`src/rtl/alu_seq_ctrl_if.sv`:
```
// Byte-stream input and result handshake bundle for alu_seq_ctrl.
// master = upstream/downstream side, slave = the sequencer itself.
interface alu_seq_ctrl_if;
    logic        in_valid;
    logic        in_ready;
    logic [7:0]  in_data;
    logic [1:0]  in_op;
    logic        res_valid;
    logic        res_ready;
    logic [15:0] res_data;
    logic [1:0]  res_op;

    modport master (
        output in_valid, in_data, in_op, res_ready,
        input  in_ready, res_valid, res_data, res_op
    );

    modport slave (
        input  in_valid, in_data, in_op, res_ready,
        output in_ready, res_valid, res_data, res_op
    );
endinterface

```
`src/rtl/alu_seq_ctrl.sv`:
```
// Sequences three operand bytes onto an external ALU, waits SETTLE_CYCLES edges, captures the result.
// Optional feature macro: ALU_SEQ_CNT_EN adds an 8-bit wrapping count of completed result handshakes.
module alu_seq_ctrl #(
    parameter int unsigned SETTLE_CYCLES = 1
) (
    input  logic           clk,
    input  logic           reset,
    alu_seq_ctrl_if.slave  bus,
    output logic [7:0]     A,
    output logic [7:0]     B,
    output logic [7:0]     C,
    output logic           S0,
    output logic           S1,
    input  logic [15:0]    alu_out
`ifdef ALU_SEQ_CNT_EN
    ,
    output logic [7:0]     res_count
`endif
);

    localparam logic [3:0] SETTLE_INIT = 4'(SETTLE_CYCLES);

    typedef enum logic [2:0] {
        IDLE   = 3'd0,
        LOAD_B = 3'd1,
        LOAD_C = 3'd2,
        SETTLE = 3'd3,
        HOLD   = 3'd4
    } state_t;

    state_t      state_q, state_d;
    logic [7:0]  a_q, a_d, b_q, b_d, c_q, c_d;
    logic [1:0]  sel_q, sel_d;
    logic [3:0]  cnt_q, cnt_d;
    logic        in_ready_q, in_ready_d;
    logic        res_valid_q, res_valid_d;
    logic [15:0] res_data_q, res_data_d;
    logic [1:0]  res_op_q, res_op_d;
    logic        accept_s;
    logic        res_hs_s;

    // Next-state and datapath updates; in_ready is registered from the next state.
    always_comb begin
        state_d     = state_q;
        a_d         = a_q;
        b_d         = b_q;
        c_d         = c_q;
        sel_d       = sel_q;
        cnt_d       = cnt_q;
        res_valid_d = res_valid_q;
        res_data_d  = res_data_q;
        res_op_d    = res_op_q;
        accept_s    = bus.in_valid && in_ready_q;
        res_hs_s    = res_valid_q && bus.res_ready;

        case (state_q)
            IDLE: begin
                if (accept_s) begin
                    a_d     = bus.in_data;
                    sel_d   = bus.in_op;
                    state_d = LOAD_B;
                end else begin
                    state_d = IDLE;
                end
            end
            LOAD_B: begin
                if (accept_s) begin
                    b_d     = bus.in_data;
                    state_d = LOAD_C;
                end else begin
                    state_d = LOAD_B;
                end
            end
            LOAD_C: begin
                if (accept_s) begin
                    c_d     = bus.in_data;
                    cnt_d   = SETTLE_INIT;
                    state_d = SETTLE;
                end else begin
                    state_d = LOAD_C;
                end
            end
            SETTLE: begin
                // The edge that sees a count of one is the last settle edge and captures.
                if (cnt_q == 4'd1) begin
                    res_data_d  = alu_out;
                    res_op_d    = sel_q;
                    res_valid_d = 1'b1;
                    cnt_d       = 4'd0;
                    state_d     = HOLD;
                end else begin
                    cnt_d = cnt_q - 4'd1;
                end
            end
            HOLD: begin
                if (res_hs_s) begin
                    res_valid_d = 1'b0;
                    state_d     = IDLE;
                end else begin
                    state_d = HOLD;
                end
            end
            default: begin
                state_d = IDLE;
            end
        endcase

        in_ready_d = (state_d == IDLE) || (state_d == LOAD_B) || (state_d == LOAD_C);
    end

    // State and datapath registers; reset lands in IDLE ready to take an A byte.
    always_ff @(posedge clk or posedge reset) begin
        if (reset) begin
            state_q     <= IDLE;
            a_q         <= 8'd0;
            b_q         <= 8'd0;
            c_q         <= 8'd0;
            sel_q       <= 2'd0;
            cnt_q       <= 4'd0;
            in_ready_q  <= 1'b1;
            res_valid_q <= 1'b0;
            res_data_q  <= 16'd0;
            res_op_q    <= 2'd0;
        end else begin
            state_q     <= state_d;
            a_q         <= a_d;
            b_q         <= b_d;
            c_q         <= c_d;
            sel_q       <= sel_d;
            cnt_q       <= cnt_d;
            in_ready_q  <= in_ready_d;
            res_valid_q <= res_valid_d;
            res_data_q  <= res_data_d;
            res_op_q    <= res_op_d;
        end
    end

`ifdef ALU_SEQ_CNT_EN
    logic [7:0] res_count_q, res_count_d;

    // Completed-result counter, wraps naturally at 8 bits.
    always_comb begin
        if (res_hs_s) begin
            res_count_d = res_count_q + 8'd1;
        end else begin
            res_count_d = res_count_q;
        end
    end

    // Result counter register.
    always_ff @(posedge clk or posedge reset) begin
        if (reset) begin
            res_count_q <= 8'd0;
        end else begin
            res_count_q <= res_count_d;
        end
    end

    assign res_count = res_count_q;
`endif

    assign A             = a_q;
    assign B             = b_q;
    assign C             = c_q;
    assign S0            = sel_q[1];
    assign S1            = sel_q[0];
    assign bus.in_ready  = in_ready_q;
    assign bus.res_valid = res_valid_q;
    assign bus.res_data  = res_data_q;
    assign bus.res_op    = res_op_q;

endmodule

```
`src/flat_wrapper.sv`:
```
// flat-port wrapper written by rule: the top's interface ports become plain ports
module alu_seq_ctrl_flat 
#(
    parameter int unsigned SETTLE_CYCLES = 1
)
  (clk, reset, A, B, C, S0, S1, alu_out, bus_in_valid, bus_in_data, bus_in_op, bus_res_ready, bus_in_ready, bus_res_valid, bus_res_data, bus_res_op);
  alu_seq_ctrl_if bus_i ();
  input  logic clk;
  input  logic reset;
  output logic [7:0] A;
  output logic [7:0] B;
  output logic [7:0] C;
  output logic S0;
  output logic S1;
  input  logic [15:0] alu_out;
  input wire logic [$bits(bus_i.in_valid)-1:0] bus_in_valid;
  input wire logic [$bits(bus_i.in_data)-1:0] bus_in_data;
  input wire logic [$bits(bus_i.in_op)-1:0] bus_in_op;
  input wire logic [$bits(bus_i.res_ready)-1:0] bus_res_ready;
  output wire logic [$bits(bus_i.in_ready)-1:0] bus_in_ready;
  output wire logic [$bits(bus_i.res_valid)-1:0] bus_res_valid;
  output wire logic [$bits(bus_i.res_data)-1:0] bus_res_data;
  output wire logic [$bits(bus_i.res_op)-1:0] bus_res_op;
  assign bus_i.in_valid = bus_in_valid;
  assign bus_i.in_data = bus_in_data;
  assign bus_i.in_op = bus_in_op;
  assign bus_i.res_ready = bus_res_ready;
  assign bus_in_ready = bus_i.in_ready;
  assign bus_res_valid = bus_i.res_valid;
  assign bus_res_data = bus_i.res_data;
  assign bus_res_op = bus_i.res_op;
  alu_seq_ctrl #(.SETTLE_CYCLES(SETTLE_CYCLES)) u_core (.clk(clk), .reset(reset), .bus(bus_i), .A(A), .B(B), .C(C), .S0(S0), .S1(S1), .alu_out(alu_out));
endmodule
```
`config.mk`:
```
export PLATFORM = sky130hd
export DESIGN_NAME = alu_seq_ctrl_flat
export DESIGN_NICKNAME = d
export VERILOG_FILES = /design/src/rtl/alu_seq_ctrl_if.sv /design/src/rtl/alu_seq_ctrl.sv /design/src/flat_wrapper.sv
export SDC_FILE = /design/constraint.sdc
export NUM_CORES = 1
export LEC_CHECK = 0
export BUFFER_PORTS_ARGS = -buffer_cell sky130_fd_sc_hd__buf_4
export CORE_MARGIN = 8
export CORE_UTILIZATION = 28
export CTS_CLUSTER_SIZE = 8
export DETAILED_ROUTE_END_ITERATION = 12
export SLEW_MARGIN = 20
export SYNTH_ARGS = -nofsm -noshare
export SYNTH_HDL_FRONTEND = slang
export SYNTH_SLANG_ARGS = --single-unit
export TNS_END_PERCENT = 100
```
`constraint.sdc`:
```
create_clock -name clk -period 1.72 [get_ports clk]
set_input_delay 0.344 -clock clk [delete_from_list [all_inputs] [get_ports clk]]
set_output_delay 0.344 -clock clk [all_outputs]
set_load 0.02 [all_outputs]
```
# Word level (Yosys, flattened, before mapping)
# Cells that the tools add are included.
word_totals:
  wordCells: 47
  inputBits: 30
  regBits: 53
  output_inout_bits: 46
classes:
  n_reduce_logical: 14
  n_addsub: 1
  eq_ne: 10
  muxes: 12
op_table:
  columns: ["operator", "count"]
  rows:
  - ["$pmux W3 S5", 1]
  - ["$reduce_and A2 Y1", 5]
  - ["$eq A3 B2 Y1 const B", 3]
  - ["$mux W4", 2]
  - ["$pmux W4 S2", 1]
  - ["$eq A3 B1 Y1 const B", 2]
  - ["$logic_not A3 Y1", 2]
  - ["$mux W3", 2]
  - ["$ne A2 B1 Y1 const B", 3]
  - ["$eq A4 B1 Y1 const B", 1]
  - ["$mux W1", 4]
  - ["$reduce_bool A2 Y1", 2]
  - ["$sub A4 B1 Y4 const B", 1]
  - ["$eq A3 B3 Y1 const B", 1]
  - ["$reduce_and A3 Y1", 1]
  - ["$logic_and A1 B1 Y1", 2]
  - ["$logic_or A1 B1 Y1", 2]
  - ["$mux W2", 1]
  - ["$pmux W1 S2", 1]

# Depth between registers and ports, before layout
depth:
  depth_word: 6
  ltp_mapped: 6
  ltp_nobuf: 5

# Worst setup path after synthesis
# Ideal clock, no wire load.
synth_timing:
  kind: "register to register"
  from: "register u_core.in_ready_q, in the netlist u_core.bus.in_ready"
  to: "register u_core.a_q[0], in the netlist u_core.A[0]"
  period_less_slack_ps: 1753
  slack_ps: -33
  path_stages_with_launch: 5
  path_buffers: 1
  arrival_ps: 1628
  path_cell_list: "dfstp_2 > nand2_1 > or4_1 > buf_6 > mux2_4"
synth_via:
  elab_chain_len: 2
synth_lines:
  columns: ["element", "line_no", "rtl"]
  rows:
  - ["start: declaration", "alu_seq_ctrl.sv:35", "logic in_ready_q, in_ready_d;"]
  - ["start signal: assignment", "alu_seq_ctrl.sv:131", "in_ready_q <= in_ready_d;"]
  - ["$logic_and A1 B1 Y1", "alu_seq_ctrl.sv:53", "accept_s = bus.in_valid && in_ready_q;"]
  - ["$reduce_and A2 Y1 (no source line)", null, null]
  - ["end signal: assignment", "alu_seq_ctrl.sv:115", "a_q <= 8'd0;"]
  - ["end signal: assignment", "alu_seq_ctrl.sv:126", "a_q <= a_d;"]
  - ["end: declaration", "alu_seq_ctrl.sv:32", "logic [7:0] a_q, a_d, b_q, b_d, c_q, c_d;"]
# Every way passes these cells.
# A chain may end at the register's enable or synchronous reset.

# Final worst setup path
layout_timing:
  from: "register u_core.state_q[2]"
  to: "register u_core.c_q[6], in the netlist u_core.C[6]"
layout_via:
  elab_chain_len: 2
layout_lines:
  columns: ["element", "line_no", "rtl"]
  rows:
  - ["start: declaration", "alu_seq_ctrl.sv:31", "state_t state_q, state_d;"]
  - ["start signal: assignment", "alu_seq_ctrl.sv:125", "state_q <= state_d;"]
  - ["$eq A3 B2 Y1", "alu_seq_ctrl.sv:56", "case (state_q)"]
  - ["$reduce_and A2 Y1 (no source line)", null, null]
  - ["end signal: assignment", "alu_seq_ctrl.sv:117", "c_q <= 8'd0;"]
  - ["end signal: assignment", "alu_seq_ctrl.sv:128", "c_q <= c_d;"]
  - ["end: declaration", "alu_seq_ctrl.sv:32", null]
# Every way passes these cells.

==> impl_results.md <==
* TritonCTS clock tree: built
* Inserted Clock Buffers at 5
* Antenna diode count at 0
* Drt via density at 4.44
* Number of DRC violations after detailed-routing iteration 0 at 35
* Path class of the lowest-slack min-delay path: in -> async
* Final nets at around 270
* Unique cell type count in the Yosys netlist at 31
* Count of vias placed by the detailed router at 1505
* Top-level port count at 76
* Clock latency at the later pin of the worst-skew pair at ~0.3 ns
* Average detailed-routed wire length per instance at about 16 microns
* Cell count after synthesis at between 100 and 150
* Sort of element at the start of the critical path: flop
* Total GRT Usage at around a tenth
* Global-route wire length before repair at approximately 8700 microns
* FP Rows at 32
* Overflow left after global routing at 0
* Area of the placeable core at 7770 sq um
* Instance area at placement at around 3000 sq um
* Remaining DRCs at 0
* Status: finished, violations left
* Uppermost layer routed: met4
* Arrival time at the worst endpoint at around 1.8 ns
* Crit-path max FO at 9
* Leakage Power at roughly 0.0016 uW
* Average cell area after synthesis at between 15 and 20 sq um
* Initial standard-cell utilization of the core at 29.0%
* Final instance area at approximately 3200 sq um
* Transition time of the tightest slew-check pin at 0.383 ns
* Initial antenna violation count at 0
* Worst max-slew margin expressed relative to the limit at between 70% and 80%
* F_max at between 600 and 700 MHz
* Tightest hold margin at -0.00354 ns
* CTS Root Cell: sky130_fd_sc_hd__clkbuf_8
* Fill count at roughly 750
* Final total negative setup slack at 0 ns
* Met3 WL at around 490 microns
* Fin crit period at between 1.5 and 2 ns
* Fraction of layout cells with a size suffix above 1 at 66.2%
* Sink count of the clock tree at 53
* Maximum buffer depth of the clock tree at 2
* Launch point of the worst reg-to-reg path: u_core.state_q[2]
* Antenna viol nets, final at 0
* Number of maximum-capacitance constraint violations at 0
* Number of failing setup endpoints in the final timing report at 0
* Detailed placer's ending HPWL at between 3000 and 4000 microns
* Die Height at roughly 110 microns
* Start-to-end type of the worst setup path: reg -> reg
* Data required, critical path at roughly 1.9 ns
* Cells traversed along the worst timing path: or3b_1 > nor2_4 > buf_12 > mux2_2
* Largest stage delay on the critical path at between 0.4 and 0.5 ns
* Flip-flop and latch count after synthesis at 53
* Area of the die at about 11000 sq um
* RD Place Congestion at about 0.64
* Fraction of the yosys area taken by sequential cells at about three fifths
* Post-Synthesis Cell Area at 2250 sq um
* Via count of the first global-routing pass at ~1700
* Violations in the final reports: negative hold slack
* H-tree level count at 2
* Logic depth of the worst register-to-register path at 4
* Syn Nets at about 170
* PnR Total Power at 6700 uW
* Clock Pin Slew Worst Setup and Hold Paths at roughly 0.1 ns
* Kind of end point of the critical path: flop
* Clock tree skew after final layout at ~0.0088 ns
* Detailed-routing iteration count for the pre-antenna-repair pass at 4
* Area added between synthesis and finish at 42.3%
* Die outline width at roughly 110 microns
* Maximum number of pins on one net before global-route repair at 25
* Reg2reg setup slack at ~0.075 ns
* Master of the slowest instance on the critical path: sky130_fd_sc_hd__dfrtp_2
* Share of the cycle needed by the critical path after routing at between 90 and 100%
* Capturing point of the worst reg2reg path: u_core.C[6]
* Power per cell area at approximately 2100 nW/um^2
* Met2 WL post-DR at 2510 microns
* Final wirelength at 5410 microns
* Number of hold violations in the final report at 5
* Number of buffers added on ports at 75
* Cts hold-fix bufs at 0
* Maximum vdd drop at roughly 900 uV
* Number of warnings issued by yosys at 0
* Routed length on met1 at 2390 microns
* Max Transition Viols Final at 0
## layout make-up
class	count	area (sq um)	share of cell area (%)
repair buffers	91	708	22.1
multi-input cells	81	896	27.9
inverters	4	15.0	0.468
clock inverters	3	65.1	2.03
well taps	102	128	3.98
flip-flops and latches	53	1330	41.4
clock buffers	5	68.8	2.14
## where the power goes
part	internal (uW)	switching, uW	total [uW]
logic	1850	1570	3420
clock network	578	410	988
registers	1890	407	2290
total	4320	2380	6700
## kinds of logic after synthesis
group	Yosys count	share of synthesized area (%)
flops	53	58.9
simple gates	18	5.61
compound gates	14	4.55
buf+inv	9	2.89
mux	45	27.0
fa+ha+maj	2	1.11
## critical path, delay by kind of cell (launching register included)
kind | cells | cell delay [ns]
mux | 1 | 0.32
simple gates | 2 | 0.59
buf+inv | 1 | 0.14
flops | 1 | 0.48
## metrics by stage
stage | worst slack (ns) | utilization, % | hold slack [ns] | instances
final | 0.0750 | 41.3 | -0.00354 | 339
after global routing | -0.00470 | 41.3 | 0.00508 | 339
after CTS | 0.00328 | 40.8 | 0.00258 | 337
after detailed placement | -0.0405 | 38.9 | 0.345 | 328
after global placement | 0.0174 | 38.9 | 0.347 | 328
after floorplan | 0.0248 | - | 0.493 | 141
## synth_stat cells
cell type	number	area, sq um
sky130_fd_sc_hd__o21bai_1	1	7.51
sky130_fd_sc_hd__nor3_1	2	10.0
sky130_fd_sc_hd__nor3_2	1	10.0
sky130_fd_sc_hd__o31a_1	1	8.76
sky130_fd_sc_hd__o21a_1	1	7.51
sky130_fd_sc_hd__or3b_1	1	8.76
sky130_fd_sc_hd__dfrtp_1	52	1300
sky130_fd_sc_hd__or4_1	1	7.51
sky130_fd_sc_hd__mux2_2	18	203
sky130_fd_sc_hd__nor4_1	1	6.26
sky130_fd_sc_hd__a21oi_1	1	5.00
sky130_fd_sc_hd__buf_6	4	45.0
sky130_fd_sc_hd__nand3b_1	1	7.51
sky130_fd_sc_hd__o311ai_0	1	8.76
sky130_fd_sc_hd__nand2b_4	1	13.8
sky130_fd_sc_hd__nor2_4	1	11.3
sky130_fd_sc_hd__ha_1	2	25.0
sky130_fd_sc_hd__and3b_1	1	8.76
sky130_fd_sc_hd__inv_1	4	15.0
sky130_fd_sc_hd__o31ai_1	2	15.0
sky130_fd_sc_hd__o21ai_0	2	10.0
sky130_fd_sc_hd__nand2b_1	2	12.5
sky130_fd_sc_hd__a31oi_1	2	12.5
sky130_fd_sc_hd__o211a_1	1	10.0
sky130_fd_sc_hd__a21bo_2	1	10.0
sky130_fd_sc_hd__mux2_4	27	405
sky130_fd_sc_hd__dfstp_2	1	26.3
sky130_fd_sc_hd__buf_2	1	5.00
sky130_fd_sc_hd__or3b_4	1	11.3
sky130_fd_sc_hd__nand2_1	5	18.8
sky130_fd_sc_hd__o211ai_1	1	7.51
## flip-flops by register name, summed over array words and instances (netlist names), 2 cells and up
| register | flops |
|---|---|
| u_core.cnt_q | 4 |
| u_core.state_q | 3 |
| u_core.sel_q | 2 |
| u_core.C | 8 |
| u_core.bus.res_data | 16 |
| u_core.bus.res_op | 2 |
| u_core.A | 8 |
| u_core.B | 8 |
## timing repair
item	CTS	global route
hold endpoints to repair	0	0
endpoints found under the setup margin	19	28
resized for setup	1	4
pin swaps	0	1
cloned	1	1
buffers inserted	0	1
## cell usage in the layout (no fill, tap or decap), drive strengths merged
cell type,n
clkbuf,5
clkinv,1
nand2b,5
a21oi,1
and3b,1
a21bo,1
or4,1
nor3,3
ha,2
nand2,5
bufinv,2
nor4,1
o21a,1
dfstp,1
inv,4
o31ai,2
nand3b,1
buf,91
o21bai,1
o311ai,1
dfrtp,52
or3b,2
a31oi,2
mux2,45
o211ai,1
o31a,1
o211a,1
nor2,1
o21ai,2
## layer usage
layer  GRT usage, %  vias to the layer above
li1               -                      698
met1           11.4                      739
met2           15.2                       63
met3           4.26                        5
met4           2.11                        0
met5              0                        -
## worst max path at each step
stage | from | to | slack, ns | cells after the start
floorplan | u_core.bus.in_ready | u_core.A[0] | 0.02 | 4
global placement | u_core.cnt_q[1] | u_core.bus.res_data[11] | 0.02 | 5
detailed placement | u_core.cnt_q[1] | u_core.bus.res_data[4] | -0.04 | 5
CTS | u_core.state_q[2] | u_core.C[5] | 0.003 | 3
global route | u_core.state_q[2] | u_core.C[6] | -0.005 | 4
finish | u_core.state_q[2] | u_core.C[6] | 0.07 | 4
No activity file was read; power rests on OpenSTA's default activity.
